File: src/rtl/alu_pkg.sv
// Shared ALU control encodings and multiply-sequencer state codes.
package alu_pkg;

   localparam logic [3:0] ALU_AND = 4'd0;
   localparam logic [3:0] ALU_OR  = 4'd1;
   localparam logic [3:0] ALU_ADD = 4'd2;
   localparam logic [3:0] ALU_SUB = 4'd6;
   localparam logic [3:0] ALU_SLT = 4'd7;
   localparam logic [3:0] ALU_SRA = 4'd8;
   localparam logic [3:0] ALU_LUI = 4'd9;
   localparam logic [3:0] ALU_BLE = 4'd11;
   localparam logic [3:0] ALU_NOR = 4'd12;

   localparam logic [2:0] MS_IDLE   = 3'd0;
   localparam logic [2:0] MS_ABS_A  = 3'd1;
   localparam logic [2:0] MS_ABS_B  = 3'd2;
   localparam logic [2:0] MS_ITER   = 3'd3;
   localparam logic [2:0] MS_FIX_LO = 3'd4;
   localparam logic [2:0] MS_FIX_HI = 3'd5;
   localparam logic [2:0] MS_DONE   = 3'd6;

endpackage

File: src/rtl/alu_mult_seq.sv
// Shift-add 32x32->64 multiplier that borrows the shared ALU one granted cycle at a time.
// Signed operation is built only when ALU_MULT_SIGNED_EN is defined.
module alu_mult_seq
   import alu_pkg::*;
#(
   parameter int unsigned WIDTH = 32,
   parameter int unsigned CNT_W = 6
) (
   input  logic             clk_i,
   input  logic             rst_i,
   input  logic             start_i,
   input  logic             signed_i,
   input  logic [WIDTH-1:0] src_a_i,
   input  logic [WIDTH-1:0] src_b_i,
   output logic             busy_o,
   output logic             done_o,
   output logic [WIDTH-1:0] hi_o,
   output logic [WIDTH-1:0] lo_o,
   output logic             alu_req_o,
   input  logic             alu_gnt_i,
   output logic [WIDTH-1:0] alu_src1_o,
   output logic [WIDTH-1:0] alu_src2_o,
   output logic [3:0]       alu_ctrl_o,
   input  logic [WIDTH-1:0] alu_result_i
);

   logic [2:0]       state;
   logic [WIDTH-1:0] mcand;
   logic [WIDTH-1:0] p_hi;
   logic [WIDTH-1:0] p_lo;
   logic [CNT_W-1:0] cnt;
   logic             carry;
   logic             last_iter;
   logic [WIDTH-1:0] iter_hi;
   logic [WIDTH-1:0] iter_lo;
`ifdef ALU_MULT_SIGNED_EN
   logic             sgn;
   logic             neg_flag;
   logic             lo_zero;
   logic [WIDTH-1:0] fix_hi;
`else
   logic             unused_signed;
   assign unused_signed = signed_i;
`endif

   assign busy_o    = (state != MS_IDLE);
   assign done_o    = (state == MS_DONE);
   assign alu_req_o = busy_o && (state != MS_DONE);

   always_comb begin
      alu_src1_o = '0;
      alu_src2_o = '0;
      alu_ctrl_o = '0;
      case (state)
         MS_ITER: begin
            alu_src1_o = p_hi;
            alu_src2_o = p_lo[0] ? mcand : '0;
            alu_ctrl_o = ALU_ADD;
         end
`ifdef ALU_MULT_SIGNED_EN
         MS_ABS_A: begin
            alu_src2_o = mcand;
            alu_ctrl_o = ALU_SUB;
         end
         MS_ABS_B, MS_FIX_LO: begin
            alu_src2_o = p_lo;
            alu_ctrl_o = ALU_SUB;
         end
         MS_FIX_HI: begin
            alu_src1_o = ~p_hi;
            alu_src2_o = {{(WIDTH-1){1'b0}}, lo_zero};
            alu_ctrl_o = ALU_ADD;
         end
`endif
         default: ;
      endcase
   end

   // The ALU drops the adder carry-out; recover it from unsigned wrap-around.
   assign carry     = (alu_result_i < p_hi);
   assign iter_hi   = {carry, alu_result_i[WIDTH-1:1]};
   assign iter_lo   = {alu_result_i[0], p_lo[WIDTH-1:1]};
   assign last_iter = (cnt == CNT_W'(WIDTH - 1));
`ifdef ALU_MULT_SIGNED_EN
   assign fix_hi    = neg_flag ? alu_result_i : p_hi;
`endif

   // During ABS_A/ABS_B, mcand and p_lo still hold the raw operands awaiting negation.
   always_ff @(posedge clk_i or negedge rst_i) begin
      if (!rst_i) begin
         state    <= MS_IDLE;
         mcand    <= '0;
         p_hi     <= '0;
         p_lo     <= '0;
         cnt      <= '0;
         hi_o     <= '0;
         lo_o     <= '0;
`ifdef ALU_MULT_SIGNED_EN
         sgn      <= 1'b0;
         neg_flag <= 1'b0;
         lo_zero  <= 1'b0;
`endif
      end else begin
         case (state)
            MS_IDLE: if (start_i) begin
               mcand <= src_a_i;
               p_lo  <= src_b_i;
               p_hi  <= '0;
               cnt   <= '0;
`ifdef ALU_MULT_SIGNED_EN
               sgn      <= signed_i;
               neg_flag <= signed_i & (src_a_i[WIDTH-1] ^ src_b_i[WIDTH-1]);
               lo_zero  <= 1'b0;
               state    <= signed_i ? MS_ABS_A : MS_ITER;
`else
               state <= MS_ITER;
`endif
            end
`ifdef ALU_MULT_SIGNED_EN
            MS_ABS_A: if (alu_gnt_i) begin
               if (mcand[WIDTH-1]) mcand <= alu_result_i;
               state <= MS_ABS_B;
            end
            MS_ABS_B: if (alu_gnt_i) begin
               if (p_lo[WIDTH-1]) p_lo <= alu_result_i;
               state <= MS_ITER;
            end
            MS_FIX_LO: if (alu_gnt_i) begin
               lo_zero <= (p_lo == '0);
               if (neg_flag) p_lo <= alu_result_i;
               state <= MS_FIX_HI;
            end
            MS_FIX_HI: if (alu_gnt_i) begin
               p_hi  <= fix_hi;
               hi_o  <= fix_hi;
               lo_o  <= p_lo;
               state <= MS_DONE;
            end
`endif
            MS_ITER: if (alu_gnt_i) begin
               p_hi <= iter_hi;
               p_lo <= iter_lo;
               cnt  <= cnt + CNT_W'(1);
               if (last_iter) begin
`ifdef ALU_MULT_SIGNED_EN
                  if (sgn) begin
                     state <= MS_FIX_LO;
                  end else begin
                     hi_o  <= iter_hi;
                     lo_o  <= iter_lo;
                     state <= MS_DONE;
                  end
`else
                  hi_o  <= iter_hi;
                  lo_o  <= iter_lo;
                  state <= MS_DONE;
`endif
               end
            end
            MS_DONE: state <= MS_IDLE;
            default: state <= MS_IDLE;
         endcase
      end
   end

endmodule

File: config.mk
export PLATFORM = sky130hd
export DESIGN_NAME = alu_mult_seq
export DESIGN_NICKNAME = d
export VERILOG_FILES = /design/src/rtl/alu_pkg.sv /design/src/rtl/alu_mult_seq.sv
export SDC_FILE = /design/constraint.sdc
export NUM_CORES = 1
export LEC_CHECK = 0
export CAP_MARGIN = 5
export CORE_AREA = 2 2 137 139
export DETAILED_ROUTE_END_ITERATION = 12
export DIE_AREA = 0 0 139 141
export PLACE_DENSITY = 0.76
export SLEW_MARGIN = 40
export SYNTH_ARGS = -nofsm -noshare
export SYNTH_HDL_FRONTEND = slang
export SYNTH_SLANG_ARGS = --single-unit
File: constraint.sdc
create_clock -name clk_i -period 1.9 [get_ports clk_i]
set_input_delay 0.19 -clock clk_i [delete_from_list [all_inputs] [get_ports clk_i]]
set_output_delay 0.19 -clock clk_i [all_outputs]
set_load 0.01 [all_outputs]
==> results.rst <==
.. list-table::
   :header-rows: 1

   * - Metric
     - Value
   * - TritonCTS clock tree
     - built
   * - Placeable Area
     - roughly 18000 um^2
   * - Dominant cells by area after synthesis
     - sky130_fd_sc_hd__dfrtp_1 55%, sky130_fd_sc_hd__mux2_2 9.6%, sky130_fd_sc_hd__nand2_1 8.5%
   * - Cell area after layout
     - approximately 12000 um^2
   * - Wire per inst
     - 17.66 um
   * - DRT iter0 DRCs
     - 271
   * - Lkg Pwr
     - 5.829 nW
   * - Cell count after synthesis
     - 712
   * - Max Clk Rate
     - 471.4 MHz
   * - Clock latency on the worst-skew pair
     - 0.43 ns
   * - Initial antenna violation count
     - 1
   * - Initial core utilization
     - 0.4178
   * - Number of max-cap violations
     - 0
   * - Combinational family with the most area after synthesis
     - simple AND/OR/NAND/NOR gates
   * - Floorplan die area
     - 19600 um^2
   * - Cell area after synthesis
     - 7632 um^2
   * - Die span in y
     - ~140 um
   * - Post-Route WL
     - 22.58 mm
   * - H-tree depth
     - 4
   * - Detailed-route vias per instance
     - 5.056
   * - Kind of path behind the tightest hold check
     - in -> async
   * - Total via count after detailed routing
     - 6467
   * - Power after layout
     - ~14 mW
   * - Non-filler cells, final
     - 1279
   * - Nets
     - 1164
   * - Iteration count of the initial detailed-routing pass
     - 4
   * - Detail Placement HPWL
     - between 10 and 15 mm
   * - Type of element capturing the critical path
     - flop
   * - Adder and majority cell fraction of the synthesized area
     - 0.05246
   * - Clock root buffer
     - sky130_fd_sc_hd__clkbuf_16
   * - Placed cell count
     - 1224
   * - Num rows
     - 50
   * - Final worst path period share
     - 1.117
   * - Synthesized-area fraction occupied by ao, oa, aoi and oai cells
     - 0.09131
   * - FF+latch count, synth
     - 169
   * - Critical path class
     - reg -> reg
   * - Proportion of synthesized area in mux cells
     - 0.09590
   * - Area fraction of the dominant cell type after synthesis
     - 0.5541
   * - Cell taking the most area after synthesis
     - sky130_fd_sc_hd__dfrtp_1
   * - Family of cells with the greatest summed delay on the critical path
     - simple AND/OR/NAND/NOR gates
   * - Count of port buffers added during placement
     - 231
   * - Worst setup SP type
     - flop
   * - Reg2Reg Setup Slack
     - -0.22 ns
   * - Maximum clock path buffer count
     - 2
   * - Final slew viol count
     - 0
   * - Final Hold Violating Endpoints
     - 0
   * - Total routing usage reported by global routing
     - 0.2185
   * - Setup repair after global routing missed its margin
     - yes
   * - Critical path data required time
     - 2.21 ns
   * - Global-route congestion overflow total
     - 0
   * - Clock transition at the registers of the reported paths
     - 0.07 ns
   * - Number of primary I/O pins
     - 236
   * - Violations in the final reports
     - setup timing
   * - Wire length of the first global-routing pass
     - 34.22 mm
   * - CP max FO
     - 2
   * - Area of placed instances
     - between 10000 and 15000 um^2
   * - Maximum ir drop on the vdd rail
     - around 0.00063 V
   * - Sum of buffers and inverters on the critical path
     - 1
   * - Worst setup skew after layout
     - ~0.011 ns
   * - Series of cell instances along the critical path
     - inv_2, ha_4, and2_4, nand3_1, or4_4, a31oi_4, a2111oi_4, mux2_4
   * - Worst endpoint data arrival time
     - 2.43 ns
   * - Number of synthesized flops with an enable pin
     - 0
   * - TritonCTS buffer count
     - 17
   * - Areal power density over the cells
     - 1186 nW/um^2
   * - Number of global-route vias before repair
     - 6586
   * - Layout area overhead
     - 53.00%
   * - Post-layout minimum cycle time
     - 2.121 ns
   * - Async S/R FF share, synth
     - 1.000
   * - Sequential area share after synthesis
     - 0.5541
   * - DRC Markers
     - 0
   * - Setup WS post-layout
     - -0.2215 ns
   * - Commonest register cell after synthesis
     - sky130_fd_sc_hd__dfrtp_1
   * - Share of layout cells above drive strength 1
     - 0.3123
   * - Xor and xnor area share after synthesis
     - 0.002295
   * - Final core utilization
     - 0.6392
   * - Critical path origin
     - p_hi[7]$_DFFE_PN0P_
   * - Final-report setup violation count
     - 24
   * - Outcome
     - complete, but fails checks
   * - Synth Area in Simple Gates
     - 0.1557
   * - Highest cell delay on the worst timing path
     - 0.51 ns
   * - Count of unique library cells instantiated by Yosys
     - 41
   * - Crit path max-delay cell type
     - sky130_fd_sc_hd__or4_4
   * - Largest net degree at the start of global routing
     - 50
   * - Synthesized area divided by synthesized cell count
     - 10.72 um^2
   * - Total Negative Setup Slacks
     - -1.474 ns
   * - Beginning of the worst register-to-register path
     - p_hi[7]$_DFFE_PN0P_
   * - Number of warnings printed during yosys synthesis
     - 0
   * - Placer congestion estimate
     - 0.7984
   * - Width of the die
     - about 140 um
   * - Antenna-violating nets left
     - 0
   * - Sink Count
     - about 170
cells in the mapped netlist (2+ instances only):
library cell and n:
sky130_fd_sc_hd__a22oi_1 31, sky130_fd_sc_hd__nor2_1 42, sky130_fd_sc_hd__and4_1 2, sky130_fd_sc_hd__a21oi_1 11, sky130_fd_sc_hd__clkbuf_1 21, sky130_fd_sc_hd__nor3_1 4, sky130_fd_sc_hd__nor2b_1 2, sky130_fd_sc_hd__mux2_2 65
sky130_fd_sc_hd__inv_1 32, sky130_fd_sc_hd__a2111oi_0 2, sky130_fd_sc_hd__ha_1 32, sky130_fd_sc_hd__or4_1 2, sky130_fd_sc_hd__dfrtp_1 169, sky130_fd_sc_hd__buf_4 9, sky130_fd_sc_hd__nand3_1 3, sky130_fd_sc_hd__xor2_1 2
sky130_fd_sc_hd__buf_6 2, sky130_fd_sc_hd__buf_2 14, sky130_fd_sc_hd__a21o_1 2, sky130_fd_sc_hd__nand2_1 172, sky130_fd_sc_hd__and3_1 32, sky130_fd_sc_hd__a22o_1 33, sky130_fd_sc_hd__o21ai_0 6, sky130_fd_sc_hd__nand4_1 4
sky130_fd_sc_hd__and2_1 2
stage by stage:
stage / setup slack (ns) / hold WS [ns]
after floorplan: -0.07449 / -0.1056
after global placement: -0.6070 / 0.1632
after detailed placement: -0.7191 / 0.1619
after CTS: -0.2016 / 0.2603
after global routing: -0.3046 / 0.2820
final: -0.2215 / 0.2713
registers in the layout, indices dropped and copies added (netlist names):
name	count
lo_o	32
p_hi	32
cnt	6
mcand	32
state	3
p_lo	32
hi_o	32
worst register-to-register path, cell delays in order (launching register included):
cell and delay, ns:
sky130_fd_sc_hd__dfrtp_1 0.39, sky130_fd_sc_hd__inv_2 0.07, sky130_fd_sc_hd__ha_4 0.28, sky130_fd_sc_hd__and2_4 0.15
sky130_fd_sc_hd__nand3_1 0.08, sky130_fd_sc_hd__or4_4 0.51, sky130_fd_sc_hd__a31oi_4 0.21, sky130_fd_sc_hd__a2111oi_4 0.06
sky130_fd_sc_hd__mux2_4 0.27
logic make-up (layout without fill, tap and decap cells):
group,Yosys count,in the layout
buf+inv,79,409
flops,169,169
simple gates,272,272
compound gates,92,92
other cells,1,4
mux,65,65
fa+ha+maj,32,32
xor+xnor,2,2
placed cells by master (no fill, tap or decap), drive strengths merged, types with 2 or more instances in the layout:
master	netlist	routed
o21ai	6	6
and4	2	2
and3	32	32
clkbuf	21	19
clkinvlp	0	2
a2111oi	3	3
clkdlybuf4s50	0	162
buf	25	173
a21oi	11	11
inv	32	42
mux2	65	65
dfrtp	169	169
nor2	42	42
nand4	5	5
xor2	2	2
nor3	4	4
a21o	2	2
and2	4	4
nor2b	2	2
clkinv	1	6
a22o	33	33
a22oi	31	31
dlygate4sd2	0	3
nand2	172	172
conb	1	3
nand3	3	3
ha	32	32
or4	2	2
area by class of cell:
class	count	area [um^2]
multi-input combinational	466	3362
sequential	169	4229
fill	1480	6590
timing repair inverter	2	27.53
timing repair buffer	342	3035
tap	234	292.8
inverter	33	136.4
clock inverter	15	166.4
clock buffer	17	425.4
antenna	1	2.502
power breakdown:
part / internal, mW / switching, mW / leakage, nW / total (mW)
Clock: 1.77 / 1.68 / 0.284 / 3.45
Combinational: 2.52 / 2.63 / 3.30 / 5.15
Sequential: 4.63 / 0.629 / 2.24 / 5.25
Total: 8.92 / 4.93 / 5.83 / 13.9
worst paths after layout:
kind | endpoint | cells after the start
max | hi_o[31]$_DFFE_PN0P_ | 8
min | mcand[8]$_DFFE_PN0P_ | 2
max reg2reg | hi_o[31]$_DFFE_PN0P_ | 8
min reg2reg | mcand[24]$_DFFE_PN0P_ | 2
max in group asynchronous | hi_o[5]$_DFFE_PN0P_ | 3
min in group clk_i | mcand[0]$_DFFE_PN0P_ | 3
routing by layer:
metal | wire (um) | GRT usage
met1 | 9933 | 0.2848
met2 | 11030 | 0.3614
met3 | 1021 | 0.04178
met4 | 600 | 0.08878
met5 | 0 | 0
repair_timing:
item / 4_1_cts / 5_1_grt
resized for setup: 286 / 67
hold buffers: 1 / 0
setup buffers: 5 / 8
gates cloned: 2 / 6
pin swaps: 11 / 10
endpoints found under the setup margin: 174 / 113
endpoints found under the hold margin: 45 / 0
(Power assumes the default switching activity.)
